[config.mk]
export PLATFORM = sky130hd
export DESIGN_NAME = mem_port_arbiter
export DESIGN_NICKNAME = d
export VERILOG_FILES = /design/src/rtl/mem_port_arbiter.sv
export SDC_FILE = /design/constraint.sdc
export NUM_CORES = 1
export LEC_CHECK = 0
export CAP_MARGIN = 20
export CORE_AREA = 3 3 107 109
export DETAILED_ROUTE_END_ITERATION = 6
export DIE_AREA = 0 0 110 112
export SYNTH_ARGS = -nofsm -noshare
export SYNTH_HDL_FRONTEND = slang
export SYNTH_SLANG_ARGS = --single-unit
[constraint.sdc]
create_clock -name clock -period 2.1 [get_ports clock]
set_input_delay 0.63 -clock clock [delete_from_list [all_inputs] [get_ports clock]]
set_output_delay 0.63 -clock clock [all_outputs]
set_load 0.05 [all_outputs]
[src/rtl/mem_port_arbiter.sv]
// Two-port (instruction fetch / load-store) arbiter onto one req/gnt/rvalid memory port.
// Define ARB_ROUND_ROBIN_EN for round-robin conflict resolution; otherwise data has fixed priority.
module mem_port_arbiter #(
    parameter int MAX_OUTSTANDING = 2
) (
    input  logic        clock,
    input  logic        reset,
    input  logic        instr_req_i,
    input  logic [31:0] instr_addr_i,
    output logic        instr_gnt_o,
    output logic        instr_rvalid_o,
    output logic [31:0] instr_rdata_o,
    input  logic        data_req_i,
    input  logic        data_we_i,
    input  logic [3:0]  data_be_i,
    input  logic [31:0] data_addr_i,
    input  logic [31:0] data_wdata_i,
    output logic        data_gnt_o,
    output logic        data_rvalid_o,
    output logic [31:0] data_rdata_o,
    output logic        mem_req_o,
    output logic        mem_we_o,
    output logic [3:0]  mem_be_o,
    output logic [31:0] mem_addr_o,
    output logic [31:0] mem_wdata_o,
    input  logic        mem_gnt_i,
    input  logic        mem_rvalid_i,
    input  logic [31:0] mem_rdata_i,
    output logic        protocol_err_o
);
    localparam int CNT_W = $clog2(MAX_OUTSTANDING + 1);
    localparam int PTR_W = (MAX_OUTSTANDING > 1) ? $clog2(MAX_OUTSTANDING) : 1;
    localparam logic [CNT_W-1:0] CNT_MAX  = CNT_W'(MAX_OUTSTANDING);
    localparam logic [PTR_W-1:0] PTR_LAST = PTR_W'(MAX_OUTSTANDING - 1);
    localparam logic SEL_I = 1'b0;
    localparam logic SEL_D = 1'b1;

    logic [CNT_W-1:0]           count_q, count_d;
    logic [PTR_W-1:0]           wr_ptr_q, wr_ptr_d, rd_ptr_q, rd_ptr_d;
    logic [MAX_OUTSTANDING-1:0] id_q, id_d;
    logic                       lock_q, lock_d, lock_sel_q, lock_sel_d;
    logic                       perr_q, perr_d;
`ifdef ARB_ROUND_ROBIN_EN
    logic                       last_q, last_d;
`endif

    logic sel, handshake, pop, empty, head;

    function automatic logic [PTR_W-1:0] ptr_inc(input logic [PTR_W-1:0] p);
        return (p == PTR_LAST) ? '0 : p + PTR_W'(1);
    endfunction

    always_comb begin
        empty     = (count_q == '0);
        mem_req_o = (instr_req_i || data_req_i) && (count_q < CNT_MAX);

        // A stalled requester keeps the port until it withdraws its request.
        if (lock_q && ((lock_sel_q == SEL_D) ? data_req_i : instr_req_i)) begin
            sel = lock_sel_q;
        end else if (instr_req_i && data_req_i) begin
`ifdef ARB_ROUND_ROBIN_EN
            sel = (last_q == SEL_D) ? SEL_I : SEL_D;
`else
            sel = SEL_D;
`endif
        end else begin
            sel = data_req_i ? SEL_D : SEL_I;
        end

        mem_addr_o  = (sel == SEL_D) ? data_addr_i  : instr_addr_i;
        mem_we_o    = (sel == SEL_D) ? data_we_i    : 1'b0;
        mem_be_o    = (sel == SEL_D) ? data_be_i    : 4'hF;
        mem_wdata_o = (sel == SEL_D) ? data_wdata_i : 32'h0;

        handshake   = mem_req_o && mem_gnt_i;
        instr_gnt_o = handshake && (sel == SEL_I);
        data_gnt_o  = handshake && (sel == SEL_D);

        // Responses with nothing outstanding are dropped and flagged.
        pop            = mem_rvalid_i && !empty;
        head           = id_q[rd_ptr_q];
        instr_rvalid_o = pop && (head == SEL_I);
        data_rvalid_o  = pop && (head == SEL_D);

        id_d     = id_q;
        wr_ptr_d = wr_ptr_q;
        rd_ptr_d = rd_ptr_q;
        count_d  = count_q;
        if (handshake) begin
            id_d[wr_ptr_q] = sel;
            wr_ptr_d       = ptr_inc(wr_ptr_q);
        end
        if (pop) begin
            rd_ptr_d = ptr_inc(rd_ptr_q);
        end
        if (handshake && !pop) begin
            count_d = count_q + CNT_W'(1);
        end else if (pop && !handshake) begin
            count_d = count_q - CNT_W'(1);
        end

        lock_d     = mem_req_o && !mem_gnt_i;
        lock_sel_d = sel;
        perr_d     = perr_q || (mem_rvalid_i && empty);
`ifdef ARB_ROUND_ROBIN_EN
        last_d = handshake ? sel : last_q;
`endif
    end

    assign instr_rdata_o  = mem_rdata_i;
    assign data_rdata_o   = mem_rdata_i;
    assign protocol_err_o = perr_q;

    always_ff @(posedge clock or posedge reset) begin
        if (reset) begin
            count_q    <= '0;
            wr_ptr_q   <= '0;
            rd_ptr_q   <= '0;
            id_q       <= '0;
            lock_q     <= 1'b0;
            lock_sel_q <= SEL_D;
            perr_q     <= 1'b0;
`ifdef ARB_ROUND_ROBIN_EN
            last_q     <= SEL_D;
`endif
        end else begin
            count_q    <= count_d;
            wr_ptr_q   <= wr_ptr_d;
            rd_ptr_q   <= rd_ptr_d;
            id_q       <= id_d;
            lock_q     <= lock_d;
            lock_sel_q <= lock_sel_d;
            perr_q     <= perr_d;
`ifdef ARB_ROUND_ROBIN_EN
            last_q     <= last_d;
`endif
        end
    end
endmodule

Word level (Yosys, flattened, before mapping)

Index checks and enable logic that the tools add are counted.

Add/subtract/negate cells: 4
Magnitude comparators: 4
Muxes and demuxes: 17
Bitwise operators: 2
Reduce and logical (&&, ||, !) cells: 22

Operators with widths:

| operator              | number |
|---|---|
| $mux W32              | 2 |
| $logic_and A1 B1 Y1   | 14 |
| $mux W1               | 10 |
| $logic_not A1 Y1      | 4 |
| $lt A1 B2 Y1 const B  | 2 |
| $mux W2               | 2 |
| $mux W4               | 1 |
| $add A1 B1 Y1 const B | 2 |
| $add A2 B1 Y2 const B | 1 |
| $bwmux W2             | 1 |
| $logic_not A2 Y1      | 1 |
| $logic_or A1 B1 Y1    | 2 |
| $lt A2 B2 Y1 const B  | 1 |
| $not A1 Y1            | 2 |
| $reduce_bool A2 Y1    | 1 |
| $sub A2 B1 Y2 const B | 1 |
| $demux W1 S1          | 1 |
| $ge A1 B1 Y1 const B  | 1 |

Register bits: 9
Bits of input ports: 139
Output and inout port bits: 139
Logic and storage cells: 56

Longest topological paths before layout

Word-level depth: 7
Mapped depth: 7
Depth with buffers taken out: 7

Worst setup path after synthesis

Ideal clock, no wire load.

Path type: input port to output port
From: in data_req_i
To: out data_gnt_o
Arrival time: 1.819 ns
Data required time: 1.470 ns
Slack: -0.349 ns
Cell stages on the path: 3
Buffers on the path: 0
Path through: o21ba_2 nand2_1 nor2_1

Word-level cells in the longest chain between the ends: 4
Elaborated cells on any way between the ends: 10
Classes of those cells: mux (4); reduce/logical (6)

RTL lines:

| item                                                  | RTL line | RTL |
|---|---|---|
| start: declaration                                    | 13       | `input logic data_req_i,` |
| $mux W1 (tied with other cells)                       | 67       | `sel = data_req_i ? SEL_D : SEL_I;` |
| $mux W1 (tied with other cells)                       | 60       | `end else if (instr_req_i && data_req_i) begin` |
| $mux W1 / $logic_and A1 B1 Y1 (equally long branches) | 58, 75   |  |
| $logic_and A1 B1 Y1 (*)                               | 77       | `data_gnt_o = handshake && (sel == SEL_D);` |
| end: declaration                                      | 18       | `output logic data_gnt_o,` |

Mark *: on every way between the ends. The rest lies on a longest branch, timed or not.

Worst setup path in the final report

From: reg lock_sel_q
To: out mem_addr_o[21]

Word-level cells in the longest chain between the ends: 4

RTL lines:

| item                     | RTL line | RTL |
|---|---|---|
| start: declaration       | 41       | `logic lock_q, lock_d, lock_sel_q, lock_sel_d;` |
| start signal: assignment | 132      | `lock_sel_q <= lock_sel_d;` |
| $mux W1                  | 58       | `if (lock_q && ((lock_sel_q == SEL_D) ? data_req_i : instr_req_i)) begin` |
| $logic_and A1 B1 Y1      | 58       |  |
| $mux W1 (*)              | 58       |  |
| $mux W32 (*)             | 70       | `mem_addr_o = (sel == SEL_D) ? data_addr_i : instr_addr_i;` |
| end: declaration         | 24       | `output logic [31:0] mem_addr_o,` |

Marked as above.

==> flow_summary.html <==
<table>
<tr><th>Metric</th><th>Value</th></tr>
<tr><th colspan="2">Logic synthesis</th></tr>
<tr><td>Synth Area in XOR/XNOR</td><td>2.81%</td></tr>
<tr><td>Number of standard cells after synthesis</td><td>178</td></tr>
<tr><td>Count of state elements after synthesis</td><td>9</td></tr>
<tr><td>YS warnings</td><td>0</td></tr>
<tr><td>Most instantiated library cell after synthesis</td><td>buf_4</td></tr>
<tr><td>Portion of synthesized cell area occupied by the leading cell type</td><td>30.8%</td></tr>
<tr><td>Simple-gate share of the synthesized area</td><td>19.8%</td></tr>
<tr><td>Post-Syn Nets</td><td>318</td></tr>
<tr><td>Complex-gate fraction of the synthesized area</td><td>1.45%</td></tr>
<tr><td>Count of flip-flops with a built-in enable after synthesis</td><td>0</td></tr>
<tr><td>Fraction of registers with async set/reset</td><td>100%</td></tr>
<tr><td>Most frequent cells after synthesis</td><td>64 x buf_4, 34 x mux2_2, 30 x and3_1, 8 x dfrtp_1, 6 x clkbuf_1</td></tr>
<tr><td>Mux cell area share after synthesis</td><td>25.2%</td></tr>
<tr><td>Count of distinct cell types in the synthesized netlist</td><td>25</td></tr>
<tr><td>Average footprint of a synthesized cell</td><td>8.75 um^2</td></tr>
<tr><td>Cells taking the most area after synthesis</td><td>buf_4 31%, mux2_2 25%, dfrtp_1 13%</td></tr>
<tr><td>Largest area contributor in the synthesized netlist</td><td>buf_4</td></tr>
<tr><td>Share of synthesized cell area in full adder, half adder and majority cells</td><td>0.803%</td></tr>
<tr><td>Most used flip-flop cell after synthesis</td><td>dfrtp_1</td></tr>
<tr><td>Sequential cell area fraction in the yosys report</td><td>14.5%</td></tr>
<tr><td>Largest family of logic cells by synthesized area</td><td>buffers and inverters</td></tr>
<tr><td>Area of the mapped netlist</td><td>1560 um^2</td></tr>
<tr><th colspan="2">Run status</th></tr>
<tr><td>Violations in the final reports</td><td>negative setup slack</td></tr>
<tr><td>Run status</td><td>finished with violations</td></tr>
<tr><th colspan="2">Timing</th></tr>
<tr><td>Worst max-slew margin expressed relative to the limit</td><td>76.8%</td></tr>
<tr><td>Final WS setup</td><td>-0.264 ns</td></tr>
<tr><td>Clock period minus worst slack</td><td>2.36 ns</td></tr>
<tr><td>Peak clock frequency supported by timing</td><td>0.423 GHz</td></tr>
<tr><td>Sum Neg Setup Slack</td><td>-11.08 ns</td></tr>
<tr><td>Number of slew-limit violations in the final report</td><td>0</td></tr>
<tr><td>Slew at the pin closest to its max-slew limit</td><td>0.348 ns</td></tr>
<tr><td>Final worst-path cycle share</td><td>113%</td></tr>
<tr><td>Clock Skew</td><td>0.00264 ns</td></tr>
<tr><td>Final hold violation count</td><td>0</td></tr>
<tr><td>Unrepaired setup endpoints after global routing</td><td>true</td></tr>
<tr><td>Final Setup Violations</td><td>70</td></tr>
<tr><th colspan="2">Clock tree</th></tr>
<tr><td>Clock root buffer master</td><td>clkbuf_8</td></tr>
<tr><td>H-tree level count</td><td>1</td></tr>
<tr><td>Total CTS buffers</td><td>3</td></tr>
<tr><td>Clk pin slew, worst setup/hold paths</td><td>0.05 ns</td></tr>
<tr><td>Maximum clock path buffer count</td><td>2</td></tr>
<tr><td>Clock Sink Count</td><td>9</td></tr>
<tr><td>Insertion delay of the later-clocked pin in the worst-skew pair</td><td>0.23 ns</td></tr>
<tr><td>CTS tree</td><td>built</td></tr>
<tr><td>Hold buffer count at CTS</td><td>0</td></tr>
<tr><th colspan="2">Power and ir drop</th></tr>
<tr><td>Peak ir drop on the vdd network</td><td>0.467 mV</td></tr>
<tr><td>Cell Pwr Density</td><td>576 nW/um^2</td></tr>
<tr><td>Leakage power of the design</td><td>0.00185 uW</td></tr>
<tr><th colspan="2">Routing</th></tr>
<tr><td>Ratio of routed vias to standard cells</td><td>3.76</td></tr>
<tr><td>TritonRoute pass-1 iters</td><td>3</td></tr>
<tr><td>Count of routing violations after the opening detailed-route iteration</td><td>37</td></tr>
<tr><td>DRC violations left</td><td>0</td></tr>
<tr><td>Remaining number of nets flagged by the antenna check after routing</td><td>0</td></tr>
<tr><td>Detailed-route wire length</td><td>6.73 mm</td></tr>
<tr><td>WL per Instance</td><td>15.0 um</td></tr>
<tr><td>Via Count</td><td>1,688</td></tr>
<tr><th colspan="2">Finish</th></tr>
<tr><td>Relative area change from synthesis to final layout</td><td>158%</td></tr>
<tr><td>Share of layout cells above drive strength 1</td><td>48.9%</td></tr>
<tr><td>Fill cell count</td><td>1,042</td></tr>
<tr><td>Final std cell area, no fill</td><td>4020 um^2</td></tr>
<tr><td># diodes</td><td>0</td></tr>
<tr><td>Nets@finish</td><td>450</td></tr>
<tr><th colspan="2">Critical path</th></tr>
<tr><td>CP Launch Point</td><td>lock_sel_q</td></tr>
<tr><td>Worst Path Arrival</td><td>1.73 ns</td></tr>
<tr><td>Stages on the worst setup path</td><td>6</td></tr>
<tr><td>Number of buffer and inverter stages on the critical path</td><td>3</td></tr>
<tr><td>Critical Path, Cell by Cell</td><td>nand3b_4 &gt; nand2_8 &gt; buf_12 &gt; buf_16 &gt; mux2_4 &gt; buf_8</td></tr>
<tr><td>Category of the worst setup path launch point</td><td>register</td></tr>
<tr><td>Crit-path slowest cell</td><td>dfstp_2</td></tr>
<tr><td>Top fanout value on the critical path</td><td>8</td></tr>
<tr><td>Worst setup path class</td><td>reg -&gt; out</td></tr>
<tr><td>FF-to-FF Start</td><td>count_q[1]</td></tr>
<tr><td>Kind of cell with the highest combined delay on the critical path</td><td>flip-flops</td></tr>
<tr><td>Crit. End Element</td><td>output pin</td></tr>
<tr><td>Logic depth of the worst register-to-register path</td><td>9</td></tr>
<tr><td>Required time worst endpoint</td><td>1.47 ns</td></tr>
<tr><td>Delay of the slowest cell on the worst path</td><td>0.52 ns</td></tr>
<tr><th colspan="2">Job</th></tr>
<tr><td>Max-cap violations</td><td>0</td></tr>
<tr><th colspan="2">Die</th></tr>
<tr><td>Die Outline Area</td><td>12,300 um^2</td></tr>
<tr><td>Vertical extent of the die</td><td>112 um</td></tr>
<tr><td>Core Rows</td><td>38</td></tr>
<tr><td>Effective utilization at floorplan</td><td>14.6%</td></tr>
<tr><td>Number of top-level pins</td><td>278</td></tr>
<tr><td>Core area</td><td>10,700 um^2</td></tr>
<tr><td>Die width</td><td>110 um</td></tr>
<tr><th colspan="2">Placement</th></tr>
<tr><td>Detailed Place HPWL</td><td>5.47 mm</td></tr>
<tr><td>Count of port buffers added during placement</td><td>181</td></tr>
<tr><td>Placed Area</td><td>3680 um^2</td></tr>
<tr><td>Routability Congestion</td><td>0.786</td></tr>
<tr><th colspan="2">GRT</th></tr>
<tr><td>Met2 Track Usage GR</td><td>19.0%</td></tr>
<tr><td>First-pass GRT wire length</td><td>10.1 mm</td></tr>
<tr><td>GRT Total Usage</td><td>10.7%</td></tr>
<tr><td>Maximum number of pins on one net before global-route repair</td><td>34</td></tr>
<tr><td>Highest-utilization routing layer at the global route stage</td><td>met2</td></tr>
<tr><td>Vias in the first global route</td><td>1,875</td></tr>
<tr><td>Grt ovf</td><td>0</td></tr>
<tr><td>GRT met1 Usage</td><td>11.3%</td></tr>
<tr><td>Number of antenna violations at the first check in global routing</td><td>0</td></tr>
<tr><td>Global routing usage on met3</td><td>3.71%</td></tr>
<tr><th colspan="2">Min path</th></tr>
<tr><td>Hold Crit Start</td><td>protocol_err_o</td></tr>
<tr><td>Class of the tightest hold or removal check</td><td>reg -&gt; reg</td></tr>
<tr><td>Count of cells along the worst hold path</td><td>1</td></tr>
</table>
## placed cells by master, fill, tap and decap left out, drive strengths merged, types with 3 or more instances in the layout
cell type,count
and3,33
buf,96
clkbuf,4
clkdlybuf4s50,102
dfrtp,8
mux2,34
nand2b,4
nor2,5
xnor2,3
## sequential cells by signal (all words and copies together) (netlist names)
| register | flops |
|---|---|
| count_q | 2 |
| id_q | 2 |
| lock_q | 1 |
| lock_sel_q | 1 |
| protocol_err_o | 1 |
| rd_ptr_q | 1 |
| wr_ptr_q | 1 |
## path summary, 6_finish.rpt
| path | endpoint | slack, ns |
|---|---|---|
| max reg2reg | count_q[1] | 0.41 |
| min in group asynchronous | lock_q | 0.66 |
| max in group asynchronous | lock_sel_q | 1.14 |
| min | protocol_err_o | 0.46 |
| max | mem_addr_o[21] | -0.26 |
| min reg2reg | protocol_err_o | 0.46 |
## cell families after synthesis
| family | Yosys count |
|---|---|
| DFF | 9 |
| buffers and inverters | 76 |
| muxes | 35 |
| adders and majority gates | 1 |
| xor gates and xnor gates | 5 |
| AOI/OAI and AO/OA | 3 |
| and+or+nand+nor | 49 |
## report_power, final
| part | leakage [uW] | switching (uW) | internal (uW) | total (uW) |
|---|---|---|---|---|
| sequential | 0.000103 | 63.0 | 244 | 307 |
| combinational | 0.00173 | 854 | 950 | 1800 |
| clock | 0.0000228 | 72.8 | 133 | 206 |
| total | 0.00185 | 989 | 1330 | 2320 |
## metal layers
layer / wire [um] / share of wire, % / vias up
met5: 0 / 0 / -
met1: 2160 / 32 / 765
li1: - / - / 801
met4: 180 / 2.7 / 0
met2: 3660 / 54 / 94
met3: 731 / 11 / 28
## stage by stage
step	util [%]	instances	hold slack, ns	setup slack [ns]	power [uW]
final	37.6	449	0.463	-0.264	2320
after global routing	37.6	449	0.506	-0.315	2430
after CTS	37.6	447	0.473	-0.295	2340
after detailed placement	34.4	436	0.461	-0.708	1990
after global placement	34.4	436	0.446	-0.664	1970
after floorplan	-	178	0.457	-0.0507	1500
## final cells by class
cell class / instances / area (um^2) / share of cell area, %
timing repair buffer: 200 / 2580 / 64.1
multi-input combinational: 93 / 982 / 24.4
sequential: 9 / 226 / 5.63
tap: 140 / 175 / 4.36
clock buffer: 4 / 45.0 / 1.12
inverter: 3 / 15.0 / 0.373
## timing repair
item | CTS | global route
buffers inserted | 5 | 4
resized for setup | 56 | 2
setup endpoints to repair | 78 | 71
pin swaps | 4 | 0
cloned | 3 | 0
(Power assumes the default switching activity.)
